$ cat src/rtl/sound_latch_mailbox_if.sv
// 68K->Z80 sound command mailbox bus: 68K write side, Z80 read/clear side and status.
interface sound_latch_mailbox_if #(
    parameter int PTR_W = 1
);
    logic             m68k_latch_cs;
    logic             m68k_rw;
    logic             m68k_lds_n;
    logic [7:0]       m68k_dout;
    logic             z80_latch_r_cs;
    logic             z80_latch_clr_cs;
    logic             z80_rd_n;
    logic [7:0]       z80_latch_dout;
    logic             latch_pending;
    logic [PTR_W:0]   latch_count;
    logic             latch_overflow;

    modport master (
        output m68k_latch_cs, m68k_rw, m68k_lds_n, m68k_dout,
        output z80_latch_r_cs, z80_latch_clr_cs, z80_rd_n,
        input  z80_latch_dout, latch_pending, latch_count, latch_overflow
    );

    modport slave (
        input  m68k_latch_cs, m68k_rw, m68k_lds_n, m68k_dout,
        input  z80_latch_r_cs, z80_latch_clr_cs, z80_rd_n,
        output z80_latch_dout, latch_pending, latch_count, latch_overflow
    );
endinterface

$ cat src/rtl/sound_latch_mailbox.sv
// Sound command mailbox: queues 68K latch writes, presents the oldest byte to the Z80,
// retires it on a latch-clear strobe. DEPTH=1 behaves as the original single latch.
module sound_latch_mailbox #(
    parameter int DEPTH = 1,
    parameter int PTR_W = (DEPTH > 1) ? $clog2(DEPTH) : 1
) (
    input  logic                   clk,
    input  logic                   reset_n,
    sound_latch_mailbox_if.slave   bus
);
    localparam logic [PTR_W-1:0] L_LAST = PTR_W'(DEPTH - 1);
    localparam logic [PTR_W:0]   L_FULL = (PTR_W + 1)'(DEPTH);
    localparam int               MEM_N  = 1 << PTR_W;

    logic [7:0]       r_mem [MEM_N];
    logic [PTR_W-1:0] r_wr_ptr;
    logic [PTR_W-1:0] r_rd_ptr;
    logic [PTR_W:0]   r_count;
    logic             r_overflow;
    logic             r_wr_q;
    logic             r_clr_q;

    logic             w_wr;
    logic             w_push;
    logic             w_pop;
    logic             w_empty;
    logic             w_full;
    logic [7:0]       w_dout;
    logic             w_unused_rd;

    function automatic logic [PTR_W-1:0] f_ptr_inc(input logic [PTR_W-1:0] p);
        if (p == L_LAST) return {PTR_W{1'b0}};
        else             return p + PTR_W'(1);
    endfunction

    // Step back to the newest entry, wrapping modulo DEPTH.
    function automatic logic [PTR_W-1:0] f_ptr_dec(input logic [PTR_W-1:0] p);
        if (p == {PTR_W{1'b0}}) return L_LAST;
        else                    return p - PTR_W'(1);
    endfunction

    // Strobe decode and edge detection; reads are decode-only and carry no state.
    always_comb begin
        w_wr        = bus.m68k_latch_cs & ~bus.m68k_rw & ~bus.m68k_lds_n;
        w_push      = w_wr & ~r_wr_q;
        w_pop       = bus.z80_latch_clr_cs & ~r_clr_q;
        w_empty     = (r_count == {(PTR_W + 1){1'b0}});
        w_full      = (r_count == L_FULL);
        w_unused_rd = bus.z80_latch_r_cs & bus.z80_rd_n;
    end

    // Z80 sees the oldest queued byte, or zero when nothing is pending.
    always_comb begin
        if (!w_empty) begin
            w_dout = r_mem[r_rd_ptr];
        end else begin
            w_dout = 8'h00;
        end
    end

    // Queue state: push/pop with overwrite-on-full and sticky overflow.
    always_ff @(posedge clk or negedge reset_n) begin
        if (!reset_n) begin
            r_wr_ptr   <= {PTR_W{1'b0}};
            r_rd_ptr   <= {PTR_W{1'b0}};
            r_count    <= {(PTR_W + 1){1'b0}};
            r_overflow <= 1'b0;
            r_wr_q     <= 1'b0;
            r_clr_q    <= 1'b0;
            for (int i = 0; i < MEM_N; i++) begin
                r_mem[i] <= 8'h00;
            end
        end else begin
            r_wr_q  <= w_wr;
            r_clr_q <= bus.z80_latch_clr_cs;
            if (w_push && w_pop && !w_empty) begin
                // Retire and enqueue together: never an overflow, count holds.
                r_mem[r_wr_ptr] <= bus.m68k_dout;
                r_wr_ptr        <= f_ptr_inc(r_wr_ptr);
                r_rd_ptr        <= f_ptr_inc(r_rd_ptr);
            end else if (w_push && !w_full) begin
                r_mem[r_wr_ptr] <= bus.m68k_dout;
                r_wr_ptr        <= f_ptr_inc(r_wr_ptr);
                r_count         <= r_count + (PTR_W + 1)'(1);
            end else if (w_push) begin
                r_mem[f_ptr_dec(r_wr_ptr)] <= bus.m68k_dout;
                r_overflow                 <= 1'b1;
            end else if (w_pop && !w_empty) begin
                r_rd_ptr <= f_ptr_inc(r_rd_ptr);
                r_count  <= r_count - (PTR_W + 1)'(1);
            end else begin
                r_count <= r_count;
            end
        end
    end

    assign bus.z80_latch_dout = w_dout;
    assign bus.latch_pending  = ~w_empty;
    assign bus.latch_count    = r_count;
    assign bus.latch_overflow = r_overflow;
endmodule

$ cat src/flat_wrapper.sv
// flat-port wrapper written by rule: the top's interface ports become plain ports
module sound_latch_mailbox_flat 
#(
    parameter int DEPTH = 1,
    parameter int PTR_W = (DEPTH > 1) ? $clog2(DEPTH) : 1
)
  (clk, reset_n, bus_m68k_latch_cs, bus_m68k_rw, bus_m68k_lds_n, bus_m68k_dout, bus_z80_latch_r_cs, bus_z80_latch_clr_cs, bus_z80_rd_n, bus_z80_latch_dout, bus_latch_pending, bus_latch_count, bus_latch_overflow);
  sound_latch_mailbox_if #(.PTR_W(PTR_W)) bus_i ();
  input  logic clk;
  input  logic reset_n;
  input wire logic [$bits(bus_i.m68k_latch_cs)-1:0] bus_m68k_latch_cs;
  input wire logic [$bits(bus_i.m68k_rw)-1:0] bus_m68k_rw;
  input wire logic [$bits(bus_i.m68k_lds_n)-1:0] bus_m68k_lds_n;
  input wire logic [$bits(bus_i.m68k_dout)-1:0] bus_m68k_dout;
  input wire logic [$bits(bus_i.z80_latch_r_cs)-1:0] bus_z80_latch_r_cs;
  input wire logic [$bits(bus_i.z80_latch_clr_cs)-1:0] bus_z80_latch_clr_cs;
  input wire logic [$bits(bus_i.z80_rd_n)-1:0] bus_z80_rd_n;
  output wire logic [$bits(bus_i.z80_latch_dout)-1:0] bus_z80_latch_dout;
  output wire logic [$bits(bus_i.latch_pending)-1:0] bus_latch_pending;
  output wire logic [$bits(bus_i.latch_count)-1:0] bus_latch_count;
  output wire logic [$bits(bus_i.latch_overflow)-1:0] bus_latch_overflow;
  assign bus_i.m68k_latch_cs = bus_m68k_latch_cs;
  assign bus_i.m68k_rw = bus_m68k_rw;
  assign bus_i.m68k_lds_n = bus_m68k_lds_n;
  assign bus_i.m68k_dout = bus_m68k_dout;
  assign bus_i.z80_latch_r_cs = bus_z80_latch_r_cs;
  assign bus_i.z80_latch_clr_cs = bus_z80_latch_clr_cs;
  assign bus_i.z80_rd_n = bus_z80_rd_n;
  assign bus_z80_latch_dout = bus_i.z80_latch_dout;
  assign bus_latch_pending = bus_i.latch_pending;
  assign bus_latch_count = bus_i.latch_count;
  assign bus_latch_overflow = bus_i.latch_overflow;
  sound_latch_mailbox #(.DEPTH(DEPTH), .PTR_W(PTR_W)) u_core (.clk(clk), .reset_n(reset_n), .bus(bus_i));
endmodule
$ cat config.mk
export PLATFORM = sky130hd
export DESIGN_NAME = sound_latch_mailbox_flat
export DESIGN_NICKNAME = d
export VERILOG_FILES = /design/src/rtl/sound_latch_mailbox_if.sv /design/src/rtl/sound_latch_mailbox.sv /design/src/flat_wrapper.sv
export SDC_FILE = /design/constraint.sdc
export NUM_CORES = 1
export LEC_CHECK = 0
export BUFFER_PORTS_ARGS = -buffer_cell sky130_fd_sc_hd__clkbuf_2
export CORE_UTILIZATION = 48
export DETAILED_ROUTE_END_ITERATION = 8
export PLACE_DENSITY = 0.87
export SYNTH_ARGS = -nofsm -noshare
export SYNTH_HDL_FRONTEND = slang
export SYNTH_SLANG_ARGS = --single-unit
$ cat constraint.sdc
create_clock -name clk -period 4.5 [get_ports clk]
set_input_delay 1.125 -clock clk [delete_from_list [all_inputs] [get_ports clk]]
set_output_delay 1.125 -clock clk [all_outputs]
set_load 0.005 [all_outputs]
==> results.sh, run 1 <==
export IMPL_status="finished clean"
export IMPL_crit_buf_inv=2
export IMPL_drive_gt1_frac=0.615
export IMPL_clockBufferDepth=2
export IMPL_fin_cells=92
export IMPL_power_density_mw_per_mm2=508
export IMPL_grt_use_total=0.171
export IMPL_grt_pass1_wl_um=1680
export IMPL_crit_fanout=10
export IMPL_synth_top_cell_area_share=0.506
export IMPL_route_detailed_drc=0
export IMPL_dpl_cell_area_um2=786
export IMPL_slowest_stage="dfrtp_1"
export IMPL_ant_nets=0
export IMPL_cts_buffers=3
export IMPL_max_stage_delay_ns=0.40
export IMPL_cp_depth=4
export IMPL_fin_skew_ns=0.000291
export IMPL_end_kind="primary output"
export IMPL_dp_hpwl_um=802
export IMPL_clock_sink_count=13
export IMPL_ys_flop_type="dfrtp_1"
export IMPL_finalInstanceArea_um2=812
export IMPL_grt_max_degree=14
export IMPL_place_ws_ns=2.15
export IMPL_syn_inst=49
export IMPL_crit_start="u_core.bus.latch_count[1]$_DFFE_PN0P_"
export IMPL_r2r_end="u_core.bus.latch_count[1]$_DFFE_PN0P_"
export IMPL_tritoncts="built"
export IMPL_synthTopCellsByCount="dfrtp_1, and2b_2, mux2_2"
export IMPL_insertedDiodeCount=0
export IMPL_rrSetupSlack_ns=2.83
export IMPL_die_h_um=38.6
export IMPL_clkLatencyLatePin_ns=0.27
export IMPL_ys_ff_latch=13
export IMPL_startpoint_type="flip-flop"
export IMPL_routedWlPerCell_um=11.3
export IMPL_path_clk_slew_ns=0.08
export IMPL_area_growth_pct=26.3
export IMPL_yosysUniqueCellTypes=18
export IMPL_setup_tns_ns=0
export IMPL_syn_area_per_cell_um2=13.1
export IMPL_hold_buffers=0
export IMPL_yosysMostFrequentCell="dfrtp_1"
export IMPL_yosysTopAreaCell="dfrtp_1"
export IMPL_grt_overflow_total=0
export IMPL_finalHoldViolations=0
export IMPL_yosysSeqAreaShare=0.506
export IMPL_htree_levels=1
export IMPL_start_util=0.549
export IMPL_crit_arrival_ns=1.53
export IMPL_rr_worst_depth=6
export IMPL_synth_edf_count=0
export IMPL_worst_slew_pin_slew_ns=0.349
export IMPL_peakVddDrop_mv=0.284
export IMPL_drt_iter0_drc=4
export IMPL_num_vias=434
export IMPL_routabilityCongestion=0.694
export IMPL_endpoint="bus_z80_latch_dout[2]"
export IMPL_io_pins=28
export IMPL_rsz0062_at_grt="false"
export IMPL_worstReg2RegStart="u_core.bus.latch_count[0]$_DFFE_PN0P_"
export IMPL_cts_root_buf="clkbuf_4"
export IMPL_path_delay_family="flip-flops"
export IMPL_nets=97
export IMPL_cts_resized=0
export IMPL_path_cells="inv_1 -> ha_1 -> and2b_2 -> clkbuf_2"
export IMPL_portBuffers=25
export IMPL_slew_limit_headroom=0.767
export IMPL_die_w_um=38.6
export IMPL_post_route_period_util=0.590
export IMPL_synth_area_um2=643
export IMPL_synthesis_nets=67
export IMPL_drv_cap=0
export IMPL_vias_per_cell=4.72
export IMPL_row_count=12
export IMPL_antenna_found_initial=0
export IMPL_synthArstFlopShare=1.00
export IMPL_dp_cells=88
export IMPL_finalSetupViolations=0
export IMPL_routed_wl_um=1040
export IMPL_leakagePower_nw=0.406
export IMPL_grt_pass1_vias=414
export IMPL_cp_required_ns=3.38
export IMPL_core_mm2=0.00117
export IMPL_setup_slack_ns=1.84
export IMPL_timing_final_max_slew_violations=0
export IMPL_hold_class="flip-flop to flip-flop"
export IMPL_netlist_top_cells_area="dfrtp_1, mux2_2, and2b_2"
export IMPL_min_period_ns=2.66
export IMPL_dieArea_mm2=0.00149
export IMPL_cts_setup_buffers=0
export IMPL_nFillCells=93
export IMPL_dr_pass1_iters=4
export IMPL_fmax_mhz=376
export IMPL_yosysWarnings=0
export IMPL_critical_path_class="flip-flop to primary output"
-- per-stage QoR --
stage | total power, mW | util | hold slack (ns)
final | 0.413 | 0.693 | 0.475
after CTS | 0.417 | 0.693 | 0.477
after detailed placement | 0.345 | 0.671 | 0.457
after global routing | 0.446 | 0.693 | 0.495
after floorplan | 0.277 | - | 0.459
after global placement | 0.341 | 0.671 | 0.449
-- layout make-up --
class,instances,area [um^2],area share
Sequential cell,13,325,0.401
Timing Repair Buffer,26,133,0.163
Tap cell,14,17.5,0.0216
Inverter,3,11.3,0.0139
Clock buffer,4,26.3,0.0324
Multi-Input combinational cell,32,299,0.368
-- registers in the layout, summed over array words and instances, names as in the netlist --
register                   count
u_core.bus.latch_overflow      1
u_core.r_mem                   8
u_core.bus.latch_count         2
u_core.r_wr_q                  1
u_core.r_clr_q                 1
-- power by group --
part	total [mW]	internal, mW	switching [mW]	leakage, nW
logic	0.180	0.103	0.0777	0.237
registers	0.162	0.145	0.0169	0.155
clock network	0.0705	0.0343	0.0362	0.0150
-- cell usage in the layout, fill, tap and decap left out, drive strengths merged --
| cell | n |
|---|---|
| clkbuf | 29 |
| dfrtp | 13 |
| and2b | 8 |
| mux2 | 8 |
| inv | 3 |
| nor2 | 3 |
| nor3b | 3 |
| ha | 2 |
| nor4b | 1 |
| nand3b | 1 |
| nand2b | 1 |
| nor2b | 1 |
| o21ai | 1 |
| o211ai | 1 |
| o31ai | 1 |
| xnor2 | 1 |
| buf | 1 |
-- metal layers --
metal / up-vias / track usage / part of all wire
met3: 0 / 0.0520 / 0.080
met5: - / 0 / 0
met2: 20 / 0.283 / 0.47
li1: 222 / - / -
met1: 192 / 0.202 / 0.46
met4: 0 / 0.0776 / 0
-- cells by family (layout without fill, tap and decap cells) --
family / count (synthesis) / after routing / share of synthesized area
flops: 13 / 13 / 0.506
xor+xnor: 1 / 1 / 0.0136
buf+inv: 4 / 33 / 0.0292
simple gates: 18 / 18 / 0.241
compound gates: 3 / 3 / 0.0311
mux: 8 / 8 / 0.140
fa+ha+maj: 2 / 2 / 0.0389
-- how the worst min path moves through the flow --
stage	from	end	cells after the start
detailed placement	u_core.bus.latch_overflow$_DFFE_PN0P_	u_core.bus.latch_overflow$_DFFE_PN0P_	1
global placement	u_core.bus.latch_overflow$_DFFE_PN0P_	u_core.bus.latch_overflow$_DFFE_PN0P_	1
global route	u_core.bus.latch_overflow$_DFFE_PN0P_	u_core.bus.latch_overflow$_DFFE_PN0P_	1
CTS	u_core.bus.latch_overflow$_DFFE_PN0P_	u_core.bus.latch_overflow$_DFFE_PN0P_	1
finish	u_core.bus.latch_overflow$_DFFE_PN0P_	u_core.bus.latch_overflow$_DFFE_PN0P_	1
floorplan	u_core.bus.latch_overflow$_DFFE_PN0P_	u_core.bus.latch_overflow$_DFFE_PN0P_	1
(Power assumes the default switching activity.)
==> run 2: changes to the inputs <==
CORE_UTILIZATION = 44   (was 48)
PLACE_DENSITY = 0.81   (was 0.87)
clock period = 2.68 ns   (was 4.5 ns; I/O delays follow)
==> run 2 against run 1 <==
Net effect:
- core utilization is 8.4 points lower
- clock power up 73%
- largest cell class unchanged
- die area is 8.6% higher
- critical path type unchanged
- highest routed layer unchanged
- sequential cell count unchanged
- largest power group unchanged
==> results.sh, run 2 (synthesis gave the netlist of run 1 again) <==
export IMPL_status="finished clean"
export IMPL_r2r_end="u_core.bus.latch_count[1]$_DFFE_PN0P_"
export IMPL_fmax_mhz=452
export IMPL_endpoint="bus_z80_latch_dout[7]"
export IMPL_grt_pass1_wl_um=1620
export IMPL_grt_pass1_vias=371
export IMPL_cts_setup_buffers=0
export IMPL_post_route_period_util=0.825
export IMPL_htree_levels=1
export IMPL_routed_wl_um=1150
export IMPL_cp_required_ns=2.01
export IMPL_worstReg2RegStart="u_core.bus.latch_count[0]$_DFFE_PN0P_"
export IMPL_drive_gt1_frac=0.615
export IMPL_leakagePower_nw=0.406
export IMPL_critical_path_class="flip-flop to primary output"
export IMPL_fin_skew_ns=0.000435
export IMPL_rr_worst_depth=6
export IMPL_dr_pass1_iters=4
export IMPL_crit_start="u_core.bus.latch_count[1]$_DFFE_PN0P_"
export IMPL_tritoncts="built"
export IMPL_route_detailed_drc=0
export IMPL_dieArea_mm2=0.00162
export IMPL_hold_class="input port to asynchronous set/reset pin"
export IMPL_grt_max_degree=14
export IMPL_antenna_found_initial=0
export IMPL_io_pins=28
export IMPL_ant_nets=0
export IMPL_cts_root_buf="clkbuf_4"
export IMPL_mostFrequentLayoutCell="clkbuf_2"
export IMPL_finalSetupViolations=0
export IMPL_crit_arrival_ns=1.54
export IMPL_drt_iter0_drc=4
export IMPL_cts_resized=0
export IMPL_setup_slack_ns=0.469
export IMPL_num_vias=458
export IMPL_startpoint_type="flip-flop"
export IMPL_dp_hpwl_um=842
export IMPL_timing_final_max_slew_violations=0
export IMPL_cts_buffers=3
export IMPL_routabilityCongestion=0.661
export IMPL_path_clk_slew_ns=0.08
export IMPL_core_mm2=0.00133
export IMPL_clock_sink_count=13
export IMPL_finalInstanceArea_um2=813
export IMPL_drv_cap=0
export IMPL_rsz0062_at_grt="false"
export IMPL_routedWlPerCell_um=12.3
export IMPL_hold_buffers=0
export IMPL_start_util=0.482
export IMPL_setup_tns_ns=0
export IMPL_end_kind="primary output"
export IMPL_dpl_cell_area_um2=787
export IMPL_insertedDiodeCount=0
export IMPL_worst_slew_pin_slew_ns=0.364
export IMPL_place_ws_ns=0.749
export IMPL_vias_per_cell=4.92
export IMPL_die_w_um=40.2
export IMPL_portBuffers=25
export IMPL_min_period_ns=2.21
export IMPL_power_density_mw_per_mm2=865
export IMPL_grt_use_total=0.170
export IMPL_max_flop_register="u_core.r_mem"
export IMPL_grt_overflow_total=0
export IMPL_final_cell_mix="clkbuf_2, dfrtp_1, and2b_2, mux2_2"
export IMPL_row_count=13
export IMPL_slew_limit_headroom=0.758
export IMPL_peakVddDrop_mv=0.595
export IMPL_nets=97
export IMPL_crit_fanout=10
export IMPL_rrSetupSlack_ns=1.00
export IMPL_area_growth_pct=26.5
export IMPL_die_h_um=40.2
export IMPL_clockBufferDepth=2
export IMPL_clkLatencyLatePin_ns=0.27
export IMPL_largest_register_ffs=8
export IMPL_finalHoldViolations=0
export IMPL_post_route_util=0.610
run 2: worst min path at each step:
stage                                            endpoint                                  start  cells after the start  slack, ns
floorplan           u_core.bus.latch_count[0]$_DFFE_PN0P_                                reset_n                      0       0.37
global placement    u_core.bus.latch_overflow$_DFFE_PN0P_  u_core.bus.latch_overflow$_DFFE_PN0P_                      1       0.45
detailed placement  u_core.bus.latch_overflow$_DFFE_PN0P_  u_core.bus.latch_overflow$_DFFE_PN0P_                      1       0.46
CTS                          u_core.r_mem[15]$_DFFE_PN0P_                                reset_n                      1       0.28
global route                  u_core.r_mem[8]$_DFFE_PN0P_                                reset_n                      1       0.29
finish              u_core.bus.latch_count[1]$_DFFE_PN0P_                                reset_n                      1       0.28
run 2: critical path, cell delays in order, from the launching register on:
cell,delay [ns]
dfrtp_1,0.40
inv_1,0.11
ha_1,0.39
and2b_2,0.27
clkbuf_2,0.10
run 2: area by class of cell:
cell class	instances	area, um^2
Fill cell	111	520
Sequential cell	13	325
Multi-Input combinational cell	32	299
Timing Repair Buffer	26	133
Clock buffer	4	26.3
Tap cell	15	18.8
Inverter	3	11.3
run 2: where the power goes:
group / total [mW] / switching (mW) / internal [mW]
clock network: 0.122 / 0.0644 / 0.0577
logic: 0.311 / 0.138 / 0.173
registers: 0.271 / 0.0275 / 0.243
total: 0.704 / 0.229 / 0.474
run 2: per-stage QoR:
stage	std cells	hold slack [ns]	total power, mW
finish	93	0.279	0.704
global route	93	0.293	0.763
CTS	93	0.279	0.718
detailed placement	89	0.458	0.590
global placement	89	0.449	0.572
floorplan	49	0.374	0.466
run 2: layer usage:
layer	track usage	share of wire	vias up	routed length, um
met3	0.100	0.085	0	98
met1	0.191	0.41	215	467
met5	0	0	-	0
li1	-	-	222	-
met4	0.0500	0	0	0
met2	0.270	0.51	21	582
==> run 3: changes to the inputs <==
CORE_UTILIZATION = 40   (was 44)
PLACE_DENSITY = 0.78   (was 0.81)
clock period = 2 ns   (was 2.68 ns; I/O delays follow)
==> run 3 against run 2 <==
Net effect:
- global-route usage fell by 1.7 points
- clock skew rose by 0.0027 ns
- combinational power rose by 43%
- wire length rose by 1.0%
- worst setup slack got worse by 0.34 ns
- non-clock buffer count rose by 1
- sequential cell count did not move
- sequential power rose by 34%
- first-iteration DRC count fell by 50%
- total power rose by 38%
- largest power group unchanged
==> results.sh, run 3 (synthesis gave the netlist of run 1 again) <==
export IMPL_route_detailed_drc=0
export IMPL_fmax_mhz=536
export IMPL_num_vias=474
export IMPL_leakagePower_nw=0.412
export IMPL_cts_root_buf="clkbuf_4"
export IMPL_dieArea_mm2=0.00177
export IMPL_rsz0062_at_grt="false"
export IMPL_dpl_cell_area_um2=796
export IMPL_io_pins=28
export IMPL_dp_cells=91
export IMPL_setup_slack_ns=0.133
export IMPL_antenna_found_initial=0
export IMPL_htree_levels=1
export IMPL_dp_hpwl_um=846
export IMPL_grt_overflow_total=0
export IMPL_cts_buffers=3
export IMPL_peakVddDrop_mv=0.518
export IMPL_die_w_um=42.1
export IMPL_routabilityCongestion=0.727
export IMPL_dr_pass1_iters=4
export IMPL_start_util=0.427
export IMPL_regArea_um2=325
export IMPL_row_count=14
export IMPL_place_ws_ns=0.225
export IMPL_vias_per_cell=4.99
export IMPL_routedWlPerCell_um=12.2
export IMPL_hold_class="input port to asynchronous set/reset pin"
export IMPL_routed_wl_um=1160
export IMPL_nFillCells=149
export IMPL_crit_arrival_ns=1.37
export IMPL_portBuffers=25
export IMPL_cp_required_ns=1.50
export IMPL_finalHoldViolations=0
export IMPL_startpoint_type="flip-flop"
export IMPL_power_density_mw_per_mm2=1160
export IMPL_grt_pass1_vias=422
export IMPL_ant_nets=0
export IMPL_worstReg2RegStart="u_core.bus.latch_count[0]$_DFFE_PN0P_"
export IMPL_timing_final_max_slew_violations=0
export IMPL_grt_max_degree=14
export IMPL_drv_cap=0
export IMPL_post_route_period_util=0.934
export IMPL_drive_gt1_frac=0.633
export IMPL_core_mm2=0.00151
export IMPL_nets=98
export IMPL_min_period_ns=1.87
export IMPL_path_clk_slew_ns=0.08
export IMPL_crit_start="u_core.bus.latch_count[1]$_DFFE_PN0P_"
export IMPL_max_flop_register="u_core.r_mem"
export IMPL_largest_register_ffs=8
export IMPL_drt_iter0_drc=2
export IMPL_slew_limit_headroom=0.784
export IMPL_fin_skew_ns=0.00318
export IMPL_post_route_util=0.554
export IMPL_tritoncts="built"
export IMPL_grt_pass1_wl_um=1880
export IMPL_clock_sink_count=13
export IMPL_final_cell_mix="clkbuf_2, dfrtp_1, and2b_2, mux2_2"
export IMPL_fin_cells=95
export IMPL_multiInputGateArea_um2=312
export IMPL_finalInstanceArea_um2=835
export IMPL_critical_path_class="flip-flop to primary output"
export IMPL_area_growth_pct=29.8
export IMPL_end_kind="primary output"
export IMPL_worst_slew_pin_slew_ns=0.325
export IMPL_status="finished clean"
export IMPL_clkLatencyLatePin_ns=0.27
export IMPL_grt_use_total=0.152
export IMPL_mostFrequentLayoutCell="clkbuf_2"
export IMPL_hold_buffers=0
export IMPL_clockBufferDepth=2
export IMPL_crit_fanout=10
export IMPL_setup_tns_ns=0
export IMPL_die_h_um=42.1
export IMPL_finalSetupViolations=0
export IMPL_insertedDiodeCount=0
==> run 3: cell count changes in the layout (fill, tap and decap cells not counted) <==
cell and change:
buf_4 +1, ha_1 -1, ha_4 +1
==> run 3: path summary, 6_finish.rpt <==
path | to | slack, ns | depth (start not counted)
max reg2reg | u_core.bus.latch_count[1]$_DFFE_PN0P_ | 0.52 | 6
min reg2reg | u_core.bus.latch_overflow$_DFFE_PN0P_ | 0.47 | 1
min | u_core.r_mem[8]$_DFFE_PN0P_ | 0.11 | 1
max in group asynchronous | u_core.bus.latch_count[0]$_DFFE_PN0P_ | 1.65 | 1
max | bus_z80_latch_dout[7] | 0.13 | 4
min in group clk | u_core.r_clr_q$_DFF_PN0_ | 0.35 | 1
==> run 3: layer usage <==
metal / vias to the layer above / part of all wire / global-route usage
met1: 224 / 0.41 / 0.169
li1: 227 / - / -
met3: 5 / 0.054 / 0.0517
met5: - / 0 / 0
met4: 0 / 0.020 / 0.0938
met2: 18 / 0.51 / 0.250
==> run 3: timing repair <==
item	4_1_cts	5_1_grt
resized for setup	1	1
buffers inserted	0	0
endpoints found under the hold margin	0	0
endpoints found under the setup margin	8	8
==> run 3: worst max-delay path: stages (launching register included) <==
cell and delay, ns:
dfrtp_1 0.40, inv_1 0.14, ha_4 0.22, and2b_2 0.23
clkbuf_2 0.10
==> run 3: stage by stage <==
step | hold slack, ns | power [mW]
final | 0.106 | 0.967
after global routing | 0.124 | 1.05
after CTS | 0.108 | 0.960
after detailed placement | 0.414 | 0.785
after global placement | 0.410 | 0.771
after floorplan | 0.204 | 0.624
==> run 3: report_power, final <==
group          total, mW  switching, mW  leakage (nW)  internal [mW]
logic              0.445          0.187         0.242          0.258
registers          0.363         0.0371         0.155          0.326
clock network      0.159         0.0820        0.0150         0.0773
==> run 3: cell type report <==
class,instances,area share
clock buffer,4,0.0315
timing repair buffer,27,0.168
inverter,3,0.0135
sequential,13,0.390
tap,16,0.0240
multi-input combinational,32,0.373
